[src/rtl/uart_rx_fifo.sv]
// uart_rx_fifo
// Receive-side character FIFO sitting between a UART receiver and a register
// interface. Characters arrive on rx_done strobes and are popped with rd_en.
// A pop produces registered rd_data with a one-cycle rd_valid pulse. Status
// flags are decoded from the occupancy counter. A sticky overrun flag records
// characters dropped because the FIFO was full.
//
// Ports:
//   clk      in   rising-edge clock
//   rstn     in   asynchronous active-low reset
//   data_i   in   [DATA_WIDTH] received character
//   rx_done  in   one-cycle write strobe (data_i valid in the same cycle)
//   rd_en    in   read request
//   flush    in   synchronous clear of contents and overrun
//   ovr_clr  in   clears the sticky overrun flag
//   rd_data  out  [DATA_WIDTH] registered read data, held between reads
//   rd_valid out  one-cycle pulse, rd_data holds a popped character
//   empty    out  count == 0
//   full     out  count == DEPTH
//   count    out  [ADDR_WIDTH+1] stored entries
//   overrun  out  sticky, a character was dropped
//   irq      out  level, count >= THRESH
module uart_rx_fifo #(
  parameter int DATA_WIDTH = 8,
  parameter int DEPTH      = 16,
  parameter int ADDR_WIDTH = $clog2(DEPTH),
  parameter int THRESH     = 8
) (
  input  logic                  clk,
  input  logic                  rstn,
  input  logic [DATA_WIDTH-1:0] data_i,
  input  logic                  rx_done,
  input  logic                  rd_en,
  input  logic                  flush,
  input  logic                  ovr_clr,
  output logic [DATA_WIDTH-1:0] rd_data,
  output logic                  rd_valid,
  output logic                  empty,
  output logic                  full,
  output logic [ADDR_WIDTH:0]   count,
  output logic                  overrun,
  output logic                  irq
);

  localparam logic [ADDR_WIDTH:0]   DEPTH_C  = (ADDR_WIDTH+1)'(DEPTH);
  localparam logic [ADDR_WIDTH:0]   THRESH_C = (ADDR_WIDTH+1)'(THRESH);
  localparam logic [ADDR_WIDTH:0]   CNT_ONE  = (ADDR_WIDTH+1)'(1);
  localparam logic [ADDR_WIDTH-1:0] PTR_ONE  = ADDR_WIDTH'(1);

  logic [DATA_WIDTH-1:0] mem_q [DEPTH];

  logic [ADDR_WIDTH-1:0] wr_ptr_q, wr_ptr_d;
  logic [ADDR_WIDTH-1:0] rd_ptr_q, rd_ptr_d;
  logic [ADDR_WIDTH:0]   count_q, count_d;
  logic [DATA_WIDTH-1:0] rd_data_q, rd_data_d;
  logic                  rd_valid_q, rd_valid_d;
  logic                  overrun_q, overrun_d;

  logic empty_w, full_w;
  logic rd_acc, wr_acc, drop;

  assign empty_w = (count_q == '0);
  assign full_w  = (count_q == DEPTH_C);

  // flush discards any coincident traffic. A read makes room in the same
  // cycle, so a write on a full FIFO is accepted if the read is.
  assign rd_acc = rd_en && !empty_w && !flush;
  assign wr_acc = rx_done && (!full_w || rd_acc) && !flush;
  assign drop   = rx_done && full_w && !rd_acc && !flush;

  always_comb begin
    wr_ptr_d   = wr_ptr_q;
    rd_ptr_d   = rd_ptr_q;
    count_d    = count_q;
    rd_data_d  = rd_data_q;
    rd_valid_d = 1'b0;
    overrun_d  = overrun_q;

    if (flush) begin
      wr_ptr_d  = '0;
      rd_ptr_d  = '0;
      count_d   = '0;
      overrun_d = 1'b0;
    end else begin
      if (wr_acc) begin
        wr_ptr_d = wr_ptr_q + PTR_ONE;
      end
      if (rd_acc) begin
        rd_ptr_d   = rd_ptr_q + PTR_ONE;
        rd_data_d  = mem_q[rd_ptr_q];
        rd_valid_d = 1'b1;
      end
      case ({wr_acc, rd_acc})
        2'b10:   count_d = count_q + CNT_ONE;
        2'b01:   count_d = count_q - CNT_ONE;
        default: count_d = count_q;
      endcase
      // A new drop takes priority over a coincident clear.
      if (drop) begin
        overrun_d = 1'b1;
      end else if (ovr_clr) begin
        overrun_d = 1'b0;
      end
    end
  end

  always_ff @(posedge clk or negedge rstn) begin
    if (!rstn) begin
      wr_ptr_q   <= '0;
      rd_ptr_q   <= '0;
      count_q    <= '0;
      rd_data_q  <= '0;
      rd_valid_q <= 1'b0;
      overrun_q  <= 1'b0;
    end else begin
      wr_ptr_q   <= wr_ptr_d;
      rd_ptr_q   <= rd_ptr_d;
      count_q    <= count_d;
      rd_data_q  <= rd_data_d;
      rd_valid_q <= rd_valid_d;
      overrun_q  <= overrun_d;
    end
  end

  // Storage is not reset; only entries covered by count are ever read.
  always_ff @(posedge clk) begin
    if (wr_acc) begin
      mem_q[wr_ptr_q] <= data_i;
    end
  end

  assign rd_data  = rd_data_q;
  assign rd_valid = rd_valid_q;
  assign empty    = empty_w;
  assign full     = full_w;
  assign count    = count_q;
  assign overrun  = overrun_q;
  assign irq      = (count_q >= THRESH_C);

endmodule

[config.mk]
export PLATFORM = sky130hd
export DESIGN_NAME = uart_rx_fifo
export DESIGN_NICKNAME = d
export VERILOG_FILES = /design/src/rtl/uart_rx_fifo.sv
export SDC_FILE = /design/constraint.sdc
export NUM_CORES = 1
export LEC_CHECK = 0
export ABC_CLOCK_PERIOD_IN_PS = 2800
export CAP_MARGIN = 20
export CORE_MARGIN = 5
export CORE_UTILIZATION = 54
export DETAILED_ROUTE_END_ITERATION = 8
export PLACE_DENSITY = 0.82
export REMOVE_ABC_BUFFERS = 1
export SYNTH_ARGS = -nofsm -noshare
export SYNTH_HDL_FRONTEND = slang
export SYNTH_SLANG_ARGS = --single-unit
[constraint.sdc]
create_clock -name clk -period 2.8 [get_ports clk]
set_input_delay 0.28 -clock clk [delete_from_list [all_inputs] [get_ports clk]]
set_output_delay 0.28 -clock clk [all_outputs]
set_load 0.05 [all_outputs]
-- Yosys cells after proc, flatten, opt, wreduce, memory -nomap -nowiden
Memories as Yosys holds them, arrays and structs flattened. A register that Yosys moved wholly into a read port is not among the register bits.
Index checks and enable logic that the tools add are counted.
- $lt $le $gt $ge: 1
- mux-type cells: 13
- reduce and logical (&&, ||, !) cells: 19
- add/subtract/negate cells: 4
- bitwise gates (word level): 1
- equality and inequality tests: 3
- operators by type and width (kind ; count):
    $mux W4 ; 4
    $pmux W5 S2 ; 1
    $add A4 B1 Y4 const B ; 2
    $logic_and A1 B1 Y1 ; 7
    $mux W1 ; 7
    $reduce_bool A3 Y1 ; 2
    $add A5 B1 Y5 const B ; 1
    $eq A5 B5 Y1 const B ; 1
    $ge A5 B4 Y1 const B ; 1
    $logic_not A1 Y1 ; 5
    $logic_not A5 Y1 ; 1
    $mux W5 ; 1
    $sub A5 B1 Y5 const B ; 1
    $reduce_bool A2 Y1 ; 2
    $eq A2 B1 Y1 const B ; 1
    $eq A2 B2 Y1 const B ; 1
    $reduce_and A2 Y1 ; 1
    $logic_or A1 B1 Y1 ; 1
    $not A1 Y1 ; 1
- register bits: 15
- memories: 1
- bits of input ports: 14
- output and inout bits: 18
- memory bits (writable): 128
- word-level logic and storage cells: 47
- memories (name ; depth ; bits a word ; rd ports ; clocked after Yosys merged registers in ; write ports ; RTL line ; RTL):
    mem_q ; 16 ; 8 ; 1 ; 1 ; 1 ; 50 ; logic [DATA_WIDTH-1:0] mem_q [DEPTH];

-- Depth between registers and ports, before layout
Gate-level depths: netlist of the first run.
- word-level depth: 10
- depth in mapped cells: 13
- gate-level depth less buffers: 12

-- Worst setup path after synthesis of the first run
No wires, ideal clock.
- path type: flip-flop to flip-flop
- start point: register count_q[1] (netlist: count[1])
- end point: register count_q[3] (netlist: count[3])
- path buffers: 1
- required time: 2.672 ns
- data arrival time: 3.108 ns
- clock period less this slack: 3.235 ns
- library setup time: 0.128 ns
- slack: -0.435 ns
- cell stages (with the launch flop): 14
- cell sequence: dfrtp_1 or4_4 nor2_4 or2_1 buf_6 inv_6 nand2_1 inv_1 ha_1 a21o_2 a21oi_1 xor2_1 nor2_1 mux2_1
- word-level cells in the longest chain between the ends: 10
- elaborated cells on any way between the ends: 16
- those cells by class: add/sub (2); eq/ne (3); mux (2); reduce/logical (9)
- RTL lines (what ; RTL line ; RTL):
    from (decl) ; 54 ; logic [ADDR_WIDTH:0] count_q, count_d;
    from (signal assigned) ; 118 ; count_q <= count_d;
    $logic_not A5 Y1 (*) ; 62 ; assign empty_w = (count_q == '0);
    net empty ; 38 ; output logic empty,
    $logic_not A1 Y1 (*) ; 67 ; assign rd_acc = rd_en && !empty_w && !flush;
    $logic_and A1 B1 Y1 (*) (2 in a row) ; 67 ;
    $logic_or A1 B1 Y1 ; 68 ; assign wr_acc = rx_done && (!full_w || rd_acc) && !flush;
    $logic_and A1 B1 Y1 (2 in a row) ; 68 ;
    $eq A2 B1 Y1 / $eq A2 B2 Y1 (equally long branches) ; 93 ; case ({wr_acc, rd_acc})
    $pmux W5 S2 ; 93 ;
    $mux W5 ; 79 ; if (flush) begin
The timed path passes the listed nets; every way through them passes the cells marked *.
A chain may end at the register's enable or synchronous reset.

-- Final worst setup path of the first run
- start point: register count_q[1] (netlist: count[1])
- end point: register count_q[3] (netlist: count[3])
- word-level cells in the longest chain between the ends: 10
- elaborated cells on any way between the ends: 16
- those cells by class: add/sub (2); eq/ne (3); mux (2); reduce/logical (9)
- RTL lines (what ; RTL line):
    $logic_not A5 Y1 ; 62
    $logic_not A1 Y1 ; 67
    $logic_and A1 B1 Y1 (2 in a row) ; 67
    $logic_or A1 B1 Y1 ; 68
    $logic_and A1 B1 Y1 (2 in a row) ; 68
    $eq A2 B1 Y1 / $eq A2 B2 Y1 (equally long branches) ; 93
    $pmux W5 S2 ; 93
    $mux W5 ; 79
Several ways; a longest one is shown, not always the timed one.

==> results of run 1 <==
==> per-stage QoR <==
stage / TNS (ps) / worst slack [ps] / hold WS [ps] / instances / power [mW]
after floorplan: -1150 / -528 / -15.6 / 325 / 3.83
after global placement: 0 / 104 / 498 / 529 / 4.39
after detailed placement: 0 / 35.2 / 486 / 529 / 4.44
after CTS: 0 / 13.8 / 489 / 561 / 6.64
after global routing: 0 / 10.4 / 137 / 563 / 6.91
final: 0 / 108 / 137 / 563 / 6.63
==> what timing repair did <==
action	CTS	global route
endpoints found under the setup margin	0	3
endpoints found under the hold margin	0	0
buffers inserted	0	1
resized for setup	0	4
==> cell usage in the layout, fill, tap and decap left out, types with 3 or more instances in the layout <==
cell,instances
dfrtp_1,22
ha_1,8
clkinvlp_4,6
nor2_1,29
mux4_2,32
o221ai_2,8
nor3_1,4
buf_4,30
a21oi_1,5
inv_1,6
nand2b_1,6
clkbuf_16,17
clkdlybuf4s50_1,30
xor2_1,7
clkinv_2,3
nand2_1,19
edfxtp_1,128
mux2i_1,17
mux2_1,4
inv_6,3
==> synth_stat cells, types with 4 or more instances <==
| cell | number |
|---|---|
| edfxtp_1 | 128 |
| ha_1 | 8 |
| clkbuf_1 | 7 |
| a21oi_1 | 6 |
| mux2i_1 | 17 |
| nand2_1 | 19 |
| buf_2 | 8 |
| nor2_1 | 29 |
| nand2b_1 | 6 |
| mux4_2 | 32 |
| nor3_1 | 4 |
| xor2_1 | 7 |
| inv_1 | 7 |
| dfrtp_1 | 23 |
| mux2_1 | 4 |
| o221ai_2 | 8 |
==> layer usage <==
| layer | wire [um] | vias up |
|---|---|---|
| li1 | - | 1466 |
| met1 | 4970 | 1645 |
| met2 | 6450 | 127 |
| met3 | 925 | 27 |
| met5 | 0 | - |
| met4 | 285 | 0 |
==> sequential cells by signal, indices dropped and copies added, names as in the netlist <==
| name | flops |
|---|---|
| rd_ptr_q | 4 |
| mem_q | 128 |
| wr_ptr_q | 4 |
| rd_valid | 1 |
| overrun | 1 |
| count | 5 |
| rd_data | 8 |
==> cell families (layout without fill, tap and decap cells) <==
family                   count (synthesis)  count (layout)  share of synthesized area [%]
flip-flops                             151             151                           70.6
AND/OR/NAND/NOR                         70              70                           5.36
multiplexers                            53              53                           15.0
buffers and inverters                   27             103                           2.06
AO/OA/AOI/OAI                           25              25                           3.84
adder cells (fa/ha/maj)                  9               9                           1.92
XOR/XNOR                                 9               9                           1.26
==> power groups by stage <==
stage	logic, mW	registers (mW)	clock network (mW)
2_1_floorplan	0.748	3.08	0
3_3_place_gp	1.65	2.74	0
3_5_place_dp	1.69	2.74	0
4_1_cts	1.70	2.70	2.24
5_1_grt	1.83	2.72	2.35
6_report	1.72	2.70	2.21
==> layout make-up <==
| type | instances | area (um2) | area share, % |
|---|---|---|---|
| timing repair buffer | 63 | 586 | 7.79 |
| inverter | 8 | 35.0 | 0.466 |
| clock inverter | 15 | 155 | 2.06 |
| multi-input combinational | 166 | 1720 | 22.8 |
| tap | 143 | 179 | 2.38 |
| clock buffer | 17 | 425 | 5.66 |
| sequential | 151 | 4420 | 58.8 |
==> final timing paths <==
check / startpoint / to / slack (ps) / cells past startpoint
setup reg to reg: count[1] / count[3] / 110 / 12
max in group asynchronous: rstn / rd_ptr_q[1] / 2240 / 2
setup / recovery: count[1] / count[3] / 110 / 12
hold / removal: rstn / count[1] / 140 / 1
min in group clk: rd_data[6] / rd_data[6] / 510 / 2
hold reg to reg: rd_data[6] / rd_data[6] / 510 / 2
==> worst reg2reg max path, stage by stage (launching register included) <==
cell and delay, ps:
dfrtp_1 380, or4_4 560, nor2_4 140, or2_4 150, inv_6 40, nand2_1 110, inv_2 70, ha_1 270
a21o_2 220, a21oi_2 140, xor2_1 160, nor2_1 50, mux2_1 290
==> impl_metrics.json, run 1 <==
{
  "outcome": "completed",
  "fillers": 747,
  "synth_area_um2": 6260,
  "ios": 32,
  "grt_max_degree": 34,
  "leakage_nw": 2.59,
  "synth_top_area_cell": "edfxtp_1",
  "startpoint_type": "register",
  "grtUsageMet3_pct": 5.00,
  "grt_pass1_vias": 3523,
  "syn_to_final_growth_pct": 20.1,
  "seqPwrFrac_pct": 40.8,
  "place_congestion": 0.763,
  "cts_root_buf": "clkbuf_16",
  "grt_util_met2_pct": 31.7,
  "grt-busiest-layer": "met2",
  "drc": 0,
  "ir_worst_vdd_v": 0.000797,
  "avgRoutedWirePerCell_um": 22.4,
  "via_count": 3265,
  "switchingPower_mw": 2.03,
  "cts-buffers-inserted": 17,
  "antenna_left": 0,
  "clk_path_buf_depth": 2,
  "hold_viol": 0,
  "via_per_inst": 5.80,
  "p_int_mw": 4.61,
  "hold_class": "in2async",
  "criticalPathCategory": "reg2reg",
  "ys_top_cells_by_area": "edfxtp_1, mux4_2, dfrtp_1",
  "synth-edff-count": 128,
  "yosysSeqAreaShare_pct": 70.6,
  "setup_viol": 0,
  "ctsHoldBuffers": 0,
  "drtIter0Drc": 290,
  "die_area_um2": 13800,
  "p_comb_share_pct": 26.0,
  "clkSinkCount": 151,
  "antenna_cells": 0,
  "swShare_pct": 30.5,
  "cp_num_buf_inv": 2,
  "dp_hpwl_um": 8100,
  "overflow": 0,
  "grtUsageTotal_pct": 19.3,
  "gr-usage-met1_pct": 25.2,
  "clkPwrFrac_pct": 33.3,
  "syn_area_per_cell_um2": 18.2,
  "postPlaceCellArea_um2": 6890,
  "critPathArrivalTime_ps": 2990,
  "dr.pass1.iters": 4,
  "yosysTopAreaCellShare_pct": 61.4,
  "postLayoutCoreUtil_pct": 66.1,
  "design_area_um2": 7520,
  "cellPowerDensity_nw_per_um2": 882,
  "tightest_slew_ps": 586,
  "clock.fmax_mhz": 371,
  "finalCriticalPeriod_ps": 2690,
  "cpLargestDelayFamily": "simple AND/OR/NAND/NOR gates",
  "grt_pass1_wl_um": 20100,
  "start_util_pct": 55.0,
  "worst-path-max-fanout": 3,
  "critical_path_required_ps": 3100,
  "clk_latency_ps": 410,
  "synth_flop_cell": "edfxtp_1",
  "skew_ps": 9.38,
  "cp-end-kind": "register",
  "crit_slowest_cell": "or4_4",
  "nets": 430,
  "clk_pin_slew_ps": 60,
  "maxSlewHeadroom_pct": 60.8,
  "rows": 39,
  "grt_antenna_before_repair": 0,
  "fp.dieW_um": 118,
  "die_h_um": 118,
  "syn_inst": 344,
  "max_stage_delay_ps": 560,
  "async_flop_share_pct": 15.2,
  "yosys_warnings": 0,
  "ys_ff_latch": 151,
  "cts_max_level": 4,
  "slew_violations": 0,
  "finalWirelength_um": 12600,
  "portBuffers": 31,
  "drv_cap": 0,
  "path_cells": "or4_4 -> nor2_4 -> or2_4 -> inv_6 -> nand2_1 -> inv_2 -> ha_1 -> a21o_2 -> a21oi_2 -> xor2_1 -> nor2_1 -> mux2_1",
  "cts_tree": "done",
  "ys_types": 40,
  "period_share_pct": 96.2,
  "rsz0062_at_grt": "no",
  "drive_above_1_share_pct": 28.1,
  "core_area_um2": 11400
}
Note: power is estimated with default switching activity, not from simulation.
==> run 2, diff against run 1 <==
--- a/config.mk
+++ b/config.mk
@@ -5,7 +5,6 @@
 export SDC_FILE = /design/constraint.sdc
 export NUM_CORES = 1
 export LEC_CHECK = 0
-export ABC_CLOCK_PERIOD_IN_PS = 2800
 export CAP_MARGIN = 20
 export CORE_MARGIN = 5
 export CORE_UTILIZATION = 54
==> results of run 2 <==
Same layout as run 1: the final DEF is identical, and so are final timing and power.
